File: src/rtl/decode_stage_if.sv
// Handshake and micro-op bundle between the instruction register, the
// decode stage and the execution units.
interface decode_stage_if #(
   parameter int WORD_W = 64
);
   // instruction side
   logic              ir_valid;
   logic              ir_ready;
   logic [31:0]       ir;
   // micro-op side
   logic              d_valid;
   logic              d_ready;
   logic [1:0]        d_cu_op;
   logic [1:0]        d_alu_op;
   logic              d_alu_a_imm;
   logic [1:0]        d_bus_op;
   logic [1:0]        d_bus_size;
   logic [1:0]        d_io_op;
   logic              d_illegal;
   logic [3:0]        d_rx;
   logic [3:0]        d_ry;
   logic [3:0]        d_rz;
   logic [WORD_W-1:0] d_imm;
   logic [7:0]        d_imm8;
   logic [23:0]       d_jmp_offset;

   // the decode stage: consumes instructions, produces micro-ops
   modport slave (
      input  ir_valid, ir, d_ready,
      output ir_ready, d_valid, d_cu_op, d_alu_op, d_alu_a_imm, d_bus_op,
             d_bus_size, d_io_op, d_illegal, d_rx, d_ry, d_rz, d_imm,
             d_imm8, d_jmp_offset
   );

   // the environment: supplies instructions, drains micro-ops
   modport master (
      output ir_valid, ir, d_ready,
      input  ir_ready, d_valid, d_cu_op, d_alu_op, d_alu_a_imm, d_bus_op,
             d_bus_size, d_io_op, d_illegal, d_rx, d_ry, d_rz, d_imm,
             d_imm8, d_jmp_offset
   );
endinterface

File: src/rtl/decode_stage.sv
// Instruction decode stage: one 32-bit instruction in, one registered
// micro-op out per cycle, valid/ready on both sides. Conditional jumps are
// resolved against zf and held back while flag-writing ALU ops are in flight.
module decode_stage #(
   parameter int WORD_W       = 64,
   parameter bit SIGN_EXT_IMM = 1'b0,
   parameter int MAX_INFLIGHT = 3
) (
   input  logic          clk,
   input  logic          rst,
   input  logic          flush,
   input  logic          zf,
   input  logic          zf_wb,
   decode_stage_if.slave bus
);
   localparam int              CNT_W   = $clog2(MAX_INFLIGHT + 1);
   localparam logic [CNT_W-1:0] CNT_MAX = CNT_W'(MAX_INFLIGHT);

   localparam logic [1:0] CU_NOP      = 2'd0;
   localparam logic [1:0] CU_HALT_IMM = 2'd1;
   localparam logic [1:0] CU_HALT_REG = 2'd2;
   localparam logic [1:0] CU_REL_JMP  = 2'd3;
   localparam logic [1:0] ALU_NOP     = 2'd0;
   localparam logic [1:0] ALU_ADD     = 2'd1;
   localparam logic [1:0] ALU_SUB     = 2'd2;
   localparam logic [1:0] BUS_NOP     = 2'd0;
   localparam logic [1:0] BUS_FETCH   = 2'd1;
   localparam logic [1:0] BUS_STORE   = 2'd2;
   localparam logic [1:0] IO_NOP      = 2'd0;
   localparam logic [1:0] IO_PUTC_REG = 2'd1;
   localparam logic [1:0] IO_PUTC_IMM = 2'd2;

   typedef struct packed {
      logic [1:0]        cu_op;
      logic [1:0]        alu_op;
      logic              alu_a_imm;
      logic [1:0]        bus_op;
      logic [1:0]        bus_size;
      logic [1:0]        io_op;
      logic              illegal;
      logic [3:0]        rx;
      logic [3:0]        ry;
      logic [3:0]        rz;
      logic [WORD_W-1:0] imm;
      logic [7:0]        imm8;
      logic [23:0]       jmp_offset;
   } uop_t;

   logic [7:0]       opcode_s;
   uop_t             dec_s;
   logic             is_alu_s;
   logic             is_cond_s;
   logic             hazard_s;
   logic             ir_ready_s;
   logic             accept_s;
   logic             alu_fire_s;
   logic             zf_dec_s;

   logic             d_valid_d, d_valid_q;
   uop_t             uop_d, uop_q;
   logic [CNT_W-1:0] cnt_d, cnt_q;

   assign opcode_s = bus.ir[31:24];

   // combinational decode of the presented instruction word
   always_comb begin
      dec_s            = '0;
      dec_s.rx         = bus.ir[23:20];
      dec_s.ry         = bus.ir[19:16];
      dec_s.rz         = bus.ir[15:12];
      dec_s.imm8       = bus.ir[23:16];
      dec_s.jmp_offset = bus.ir[23:0];
      if (SIGN_EXT_IMM) begin
         dec_s.imm = {{(WORD_W-16){bus.ir[15]}}, bus.ir[15:0]};
      end else begin
         dec_s.imm = {{(WORD_W-16){1'b0}}, bus.ir[15:0]};
      end
      case (opcode_s)
         8'h00: dec_s.cu_op = CU_NOP;
         8'h01: dec_s.cu_op = CU_HALT_IMM;
         8'h02: dec_s.cu_op = CU_HALT_REG;
         8'h03: dec_s.cu_op = zf ? CU_NOP : CU_REL_JMP;
         8'h04: dec_s.cu_op = zf ? CU_REL_JMP : CU_NOP;
         8'h05: dec_s.cu_op = CU_REL_JMP;
         8'h10: begin
            // load-immediate always takes a zero-extended 20-bit value
            dec_s.alu_op    = ALU_ADD;
            dec_s.alu_a_imm = 1'b1;
            dec_s.ry        = 4'd0;
            dec_s.rz        = 4'd0;
            dec_s.imm       = {{(WORD_W-20){1'b0}}, bus.ir[19:0]};
         end
         8'h11: dec_s.alu_op = ALU_ADD;
         8'h12: begin
            dec_s.alu_op    = ALU_ADD;
            dec_s.alu_a_imm = 1'b1;
         end
         8'h13: dec_s.alu_op = ALU_SUB;
         8'h14: begin
            dec_s.alu_op    = ALU_SUB;
            dec_s.alu_a_imm = 1'b1;
         end
         8'h20, 8'h21, 8'h22, 8'h23: begin
            dec_s.bus_op   = BUS_FETCH;
            dec_s.bus_size = opcode_s[1:0];
         end
         8'h28, 8'h29, 8'h2A, 8'h2B: begin
            dec_s.bus_op   = BUS_STORE;
            dec_s.bus_size = opcode_s[1:0];
         end
         8'h30: dec_s.io_op = IO_PUTC_REG;
         8'h31: dec_s.io_op = IO_PUTC_IMM;
         default: dec_s.illegal = 1'b1;
      endcase
   end

   // hazard detection and input-side handshake
   always_comb begin
      is_alu_s  = (opcode_s >= 8'h10) && (opcode_s <= 8'h14);
      is_cond_s = (opcode_s == 8'h03) || (opcode_s == 8'h04);
      // a conditional jump must see zf after every earlier ALU op, including
      // one still sitting in the output register
      hazard_s  = (is_cond_s && ((cnt_q != {CNT_W{1'b0}}) ||
                                 (d_valid_q && (uop_q.alu_op != ALU_NOP)))) ||
                  (is_alu_s && (cnt_q == CNT_MAX));
      ir_ready_s = !rst && !flush && !hazard_s && (!d_valid_q || bus.d_ready);
      accept_s   = bus.ir_valid && ir_ready_s;
   end

   // next state of the micro-op output register
   always_comb begin
      d_valid_d = d_valid_q;
      uop_d     = uop_q;
      if (flush) begin
         d_valid_d = 1'b0;
      end else if (accept_s) begin
         d_valid_d = 1'b1;
         uop_d     = dec_s;
      end else if (bus.d_ready) begin
         d_valid_d = 1'b0;
      end else begin
         d_valid_d = d_valid_q;
      end
   end

   // next state of the in-flight ALU op scoreboard
   always_comb begin
      // a transfer in a flush cycle is discarded, so it is not counted
      alu_fire_s = d_valid_q && bus.d_ready && !flush && (uop_q.alu_op != ALU_NOP);
      zf_dec_s   = zf_wb && (cnt_q != {CNT_W{1'b0}});
      if (alu_fire_s && !zf_dec_s) begin
         cnt_d = (cnt_q == CNT_MAX) ? cnt_q : cnt_q + CNT_W'(1);
      end else if (zf_dec_s && !alu_fire_s) begin
         cnt_d = cnt_q - CNT_W'(1);
      end else begin
         cnt_d = cnt_q;
      end
   end

   // state registers with synchronous reset
   always_ff @(posedge clk) begin
      if (rst) begin
         d_valid_q <= 1'b0;
         uop_q     <= '0;
         cnt_q     <= '0;
      end else begin
         d_valid_q <= d_valid_d;
         uop_q     <= uop_d;
         cnt_q     <= cnt_d;
      end
   end

   assign bus.ir_ready     = ir_ready_s;
   assign bus.d_valid      = d_valid_q;
   assign bus.d_cu_op      = uop_q.cu_op;
   assign bus.d_alu_op     = uop_q.alu_op;
   assign bus.d_alu_a_imm  = uop_q.alu_a_imm;
   assign bus.d_bus_op     = uop_q.bus_op;
   assign bus.d_bus_size   = uop_q.bus_size;
   assign bus.d_io_op      = uop_q.io_op;
   assign bus.d_illegal    = uop_q.illegal;
   assign bus.d_rx         = uop_q.rx;
   assign bus.d_ry         = uop_q.ry;
   assign bus.d_rz         = uop_q.rz;
   assign bus.d_imm        = uop_q.imm;
   assign bus.d_imm8       = uop_q.imm8;
   assign bus.d_jmp_offset = uop_q.jmp_offset;
endmodule

File: src/flat_wrapper.sv
// flat-port wrapper written by rule: the top's interface ports become plain ports
module decode_stage_flat 
#(
   parameter int WORD_W       = 64,
   parameter bit SIGN_EXT_IMM = 1'b0,
   parameter int MAX_INFLIGHT = 3
)
  (clk, rst, flush, zf, zf_wb, bus_ir_valid, bus_ir, bus_d_ready, bus_ir_ready, bus_d_valid, bus_d_cu_op, bus_d_alu_op, bus_d_alu_a_imm, bus_d_bus_op, bus_d_bus_size, bus_d_io_op, bus_d_illegal, bus_d_rx, bus_d_ry, bus_d_rz, bus_d_imm, bus_d_imm8, bus_d_jmp_offset);
  decode_stage_if #(.WORD_W(WORD_W)) bus_i ();
  input  logic clk;
  input  logic rst;
  input  logic flush;
  input  logic zf;
  input  logic zf_wb;
  input wire logic [$bits(bus_i.ir_valid)-1:0] bus_ir_valid;
  input wire logic [$bits(bus_i.ir)-1:0] bus_ir;
  input wire logic [$bits(bus_i.d_ready)-1:0] bus_d_ready;
  output wire logic [$bits(bus_i.ir_ready)-1:0] bus_ir_ready;
  output wire logic [$bits(bus_i.d_valid)-1:0] bus_d_valid;
  output wire logic [$bits(bus_i.d_cu_op)-1:0] bus_d_cu_op;
  output wire logic [$bits(bus_i.d_alu_op)-1:0] bus_d_alu_op;
  output wire logic [$bits(bus_i.d_alu_a_imm)-1:0] bus_d_alu_a_imm;
  output wire logic [$bits(bus_i.d_bus_op)-1:0] bus_d_bus_op;
  output wire logic [$bits(bus_i.d_bus_size)-1:0] bus_d_bus_size;
  output wire logic [$bits(bus_i.d_io_op)-1:0] bus_d_io_op;
  output wire logic [$bits(bus_i.d_illegal)-1:0] bus_d_illegal;
  output wire logic [$bits(bus_i.d_rx)-1:0] bus_d_rx;
  output wire logic [$bits(bus_i.d_ry)-1:0] bus_d_ry;
  output wire logic [$bits(bus_i.d_rz)-1:0] bus_d_rz;
  output wire logic [$bits(bus_i.d_imm)-1:0] bus_d_imm;
  output wire logic [$bits(bus_i.d_imm8)-1:0] bus_d_imm8;
  output wire logic [$bits(bus_i.d_jmp_offset)-1:0] bus_d_jmp_offset;
  assign bus_i.ir_valid = bus_ir_valid;
  assign bus_i.ir = bus_ir;
  assign bus_i.d_ready = bus_d_ready;
  assign bus_ir_ready = bus_i.ir_ready;
  assign bus_d_valid = bus_i.d_valid;
  assign bus_d_cu_op = bus_i.d_cu_op;
  assign bus_d_alu_op = bus_i.d_alu_op;
  assign bus_d_alu_a_imm = bus_i.d_alu_a_imm;
  assign bus_d_bus_op = bus_i.d_bus_op;
  assign bus_d_bus_size = bus_i.d_bus_size;
  assign bus_d_io_op = bus_i.d_io_op;
  assign bus_d_illegal = bus_i.d_illegal;
  assign bus_d_rx = bus_i.d_rx;
  assign bus_d_ry = bus_i.d_ry;
  assign bus_d_rz = bus_i.d_rz;
  assign bus_d_imm = bus_i.d_imm;
  assign bus_d_imm8 = bus_i.d_imm8;
  assign bus_d_jmp_offset = bus_i.d_jmp_offset;
  decode_stage #(.WORD_W(WORD_W), .SIGN_EXT_IMM(SIGN_EXT_IMM), .MAX_INFLIGHT(MAX_INFLIGHT)) u_core (.clk(clk), .rst(rst), .flush(flush), .zf(zf), .zf_wb(zf_wb), .bus(bus_i));
endmodule
File: config.mk
export PLATFORM = sky130hd
export DESIGN_NAME = decode_stage_flat
export DESIGN_NICKNAME = d
export VERILOG_FILES = /design/src/rtl/decode_stage_if.sv /design/src/rtl/decode_stage.sv /design/src/flat_wrapper.sv
export SDC_FILE = /design/constraint.sdc
export NUM_CORES = 1
export LEC_CHECK = 0
export ABC_AREA = 1
export CAP_MARGIN = 0
export CORE_MARGIN = 10
export CORE_UTILIZATION = 64
export CTS_BUF_LIST = sky130_fd_sc_hd__clkbuf_16
export CTS_CLUSTER_SIZE = 20
export DETAILED_ROUTE_END_ITERATION = 6
export DONT_BUFFER_PORTS = 1
export HOLD_SLACK_MARGIN = 0.02
export PLACE_DENSITY_LB_ADDON = 0.3
export SETUP_SLACK_MARGIN = 0.4
export SYNTH_ARGS = -nofsm -noshare
export SYNTH_HDL_FRONTEND = slang
export SYNTH_SLANG_ARGS = --single-unit
export TNS_END_PERCENT = 1
File: constraint.sdc
create_clock -name clk -period 2.5 [get_ports clk]
set_input_delay 0.75 -clock clk [delete_from_list [all_inputs] [get_ports clk]]
set_output_delay 0.75 -clock clk [all_outputs]
set_load 0.01 [all_outputs]
==> results.cfg <==
[status]
outcome = finished, final reports clean

[logic_synthesis]
synth_seq_area_share = 0.324
synth-edff-count = 0
synth_cells = 477
syn_area_sq_um = 3150
yosysWarnings = 0
synth-seq-cells = 51
avgSynthCellArea_sq_um = 6.61
synth_ff_type = dfxtp_1
synthArstFlopShare = 0
synth_cell_types = 28

[cts]
cts_tree = yes
cts_buffers = 5
cts_sinks = 51
htree_levels = 2
clock_path_buffers = 2
cts_root_buf = clkbuf_16
cts_hold_buf = 0
clkTransAtPathRegs_ns = 0.07
clk_latency_ns = 0.29

[sta]
period_share = 0.855
tns_ns = 0
finalSetupViolations = 0
finalCriticalPeriod_ns = 2.14
fin_hold_ws_ns = 0.508
slew_violations = 0
clock.fmax_mhz = 468
fin_skew_ns = 0.00385
rsz0062_at_grt = yes
layout_setup_ws_ns = 0.362
hold_violations = 0

[grt]
grt_usage = 0.180
grt-ovfl-total = 0
grt_start_max_net_pins = 48
antenna_found_initial = 0
grt_pass1_vias = 2441
grt_pass1_wl_um = 12500

[floorplanning]
initial_utilization = 0.663
die_w_um = 90.2
die_area_sq_um = 8140
placementRows = 25
fp.dieH_um = 90.2
pin_count = 161
core_sq_um = 4750

[cells_and_area]
n_fill_cell = 479
antenna_cells = 0
num-nets-final = 487
area_delta_synth_final_pct = -3.89
layout-drive-gt1-share = 0.116
multi_input_area_sq_um = 1490
ff_latch_area_sq_um = 1020

[critical_path]
arrival_ns = 1.39
critPathMaxFanout = 4
cp_data_required_time_ns = 1.75
worst_setup_path_start_kind = input port
cp-end-kind = output port
worstSetupPathType = in -> out

[routing]
ant_nets = 0
vias = 2579
vias_per_cell = 5.01
wl_um = 7720
drt_first_pass_iters = 4
drc = 0
post_drt_wl_per_cell_um = 15.0
drt_iter0_drc = 116

[power]
p_leak_uw = 0.00145
peakVddDrop_uv = 306
powerDensity_nw_per_um2 = 580

[hold_path]
min_path_type = reg -> reg

[placement]
dp_hpwl_um = 5720
place_ws_ns = 0.243
io_buffer_count = 0
place.gp.congestion = 0.893

[run]
drv_cap = 0
worst max-delay path, cell delays in order:
cell and delay (ns):
nor2_4 0.13, nand2_4 0.10, inv_4 0.08, nor2_4 0.04, nand2_2 0.07, nand2_2 0.06, nor2_4 0.16
kinds of logic (layout without fill, tap and decap cells):
family | after synthesis | after routing | share of synthesized area
simple gates | 260 | 260 | 0.358
buf+inv | 143 | 71 | 0.272
flops | 51 | 51 | 0.324
compound gates | 22 | 22 | 0.0448
other cells | 1 | 44 | 0.00119
through the flow:
stage | total power (uW) | instance area, sq um | cells | utilization
4_1_cts | 1770 | 3010 | 514 | 0.632
2_1_floorplan | 1170 | 3350 | 520 | -
3_5_place_dp | 1110 | 2790 | 499 | 0.586
3_3_place_gp | 1100 | 2790 | 499 | 0.586
5_1_grt | 1840 | 3030 | 515 | 0.638
6_report | 1760 | 3030 | 515 | 0.638
path summary, 6_finish.rpt:
kind                     startpoint                    endpoint  slack, ns  depth (start not counted)
max                      bus_ir[31]                bus_ir_ready       0.36                          7
min                 u_core.cnt_q[1]             u_core.cnt_q[1]       0.51                          2
max reg2reg  u_core.bus.d_alu_op[0]  u_core.bus.d_jmp_offset[3]       0.63                          8
min reg2reg         u_core.cnt_q[1]             u_core.cnt_q[1]       0.51                          2
layer usage:
| layer | vias to the layer above | global-route usage | part of all wire |
|---|---|---|---|
| met3 | 16 | 0.0806 | 0.11 |
| li1 | 1296 | - | - |
| met5 | - | 0 | 0 |
| met2 | 123 | 0.321 | 0.49 |
| met4 | 0 | 0.0411 | 0.013 |
| met1 | 1144 | 0.190 | 0.39 |
cell type report:
type                    count  area share
flip-flops and latches     51       0.337
clock buffers               5      0.0413
inverters                  51      0.0648
clock inverters             2     0.00454
well taps                  67      0.0277
multi-input cells         326       0.493
repair buffers             13      0.0322
power breakdown:
group / internal, uW / switching [uW]
Combinational: 59.7 / 131
Clock: 366 / 295
Sequential: 847 / 59.9
Total: 1270 / 486
synth_stat cells, drive strengths merged, types with 2 or more instances:
library cell | n | area share
nand2 | 89 | 0.11
nor2 | 108 | 0.14
clkbuf | 7 | 0.0083
nand4 | 14 | 0.028
dfxtp | 51 | 0.32
inv | 51 | 0.061
buf | 85 | 0.20
nand3 | 45 | 0.075
o21ai | 2 | 0.0032
a21oi | 17 | 0.031
flip-flops by register name, indices dropped and copies added, names as in the netlist, 2 cells and up:
register,count
u_core.bus.d_jmp_offset,24
u_core.bus.d_imm,4
u_core.bus.d_ry,4
u_core.bus.d_rz,4
u_core.bus.d_alu_op,2
u_core.bus.d_bus_op,2
u_core.bus.d_bus_size,2
u_core.bus.d_cu_op,2
u_core.bus.d_io_op,2
u_core.cnt_q,2
placed cells by master (no fill, tap or decap), types with 2 or more instances in the layout:
cell type	n
a21oi_1	16
nand3_1	43
inv_4	2
buf_4	13
nand2_2	7
inv_1	45
inv_2	4
o21ai_0	2
nand2_1	81
conb_1	44
nor2_1	95
nor2_2	6
clkbuf_16	5
nand4_1	14
dfxtp_1	51
nor2_4	7
timing repair:
item / in CTS / in global routing
buffers inserted: 8 / 1
setup endpoints to repair: 1 / 25
resized for setup: 8 / 4
pin swaps: 11 / 7
No activity file was read; power rests on OpenSTA's default activity.
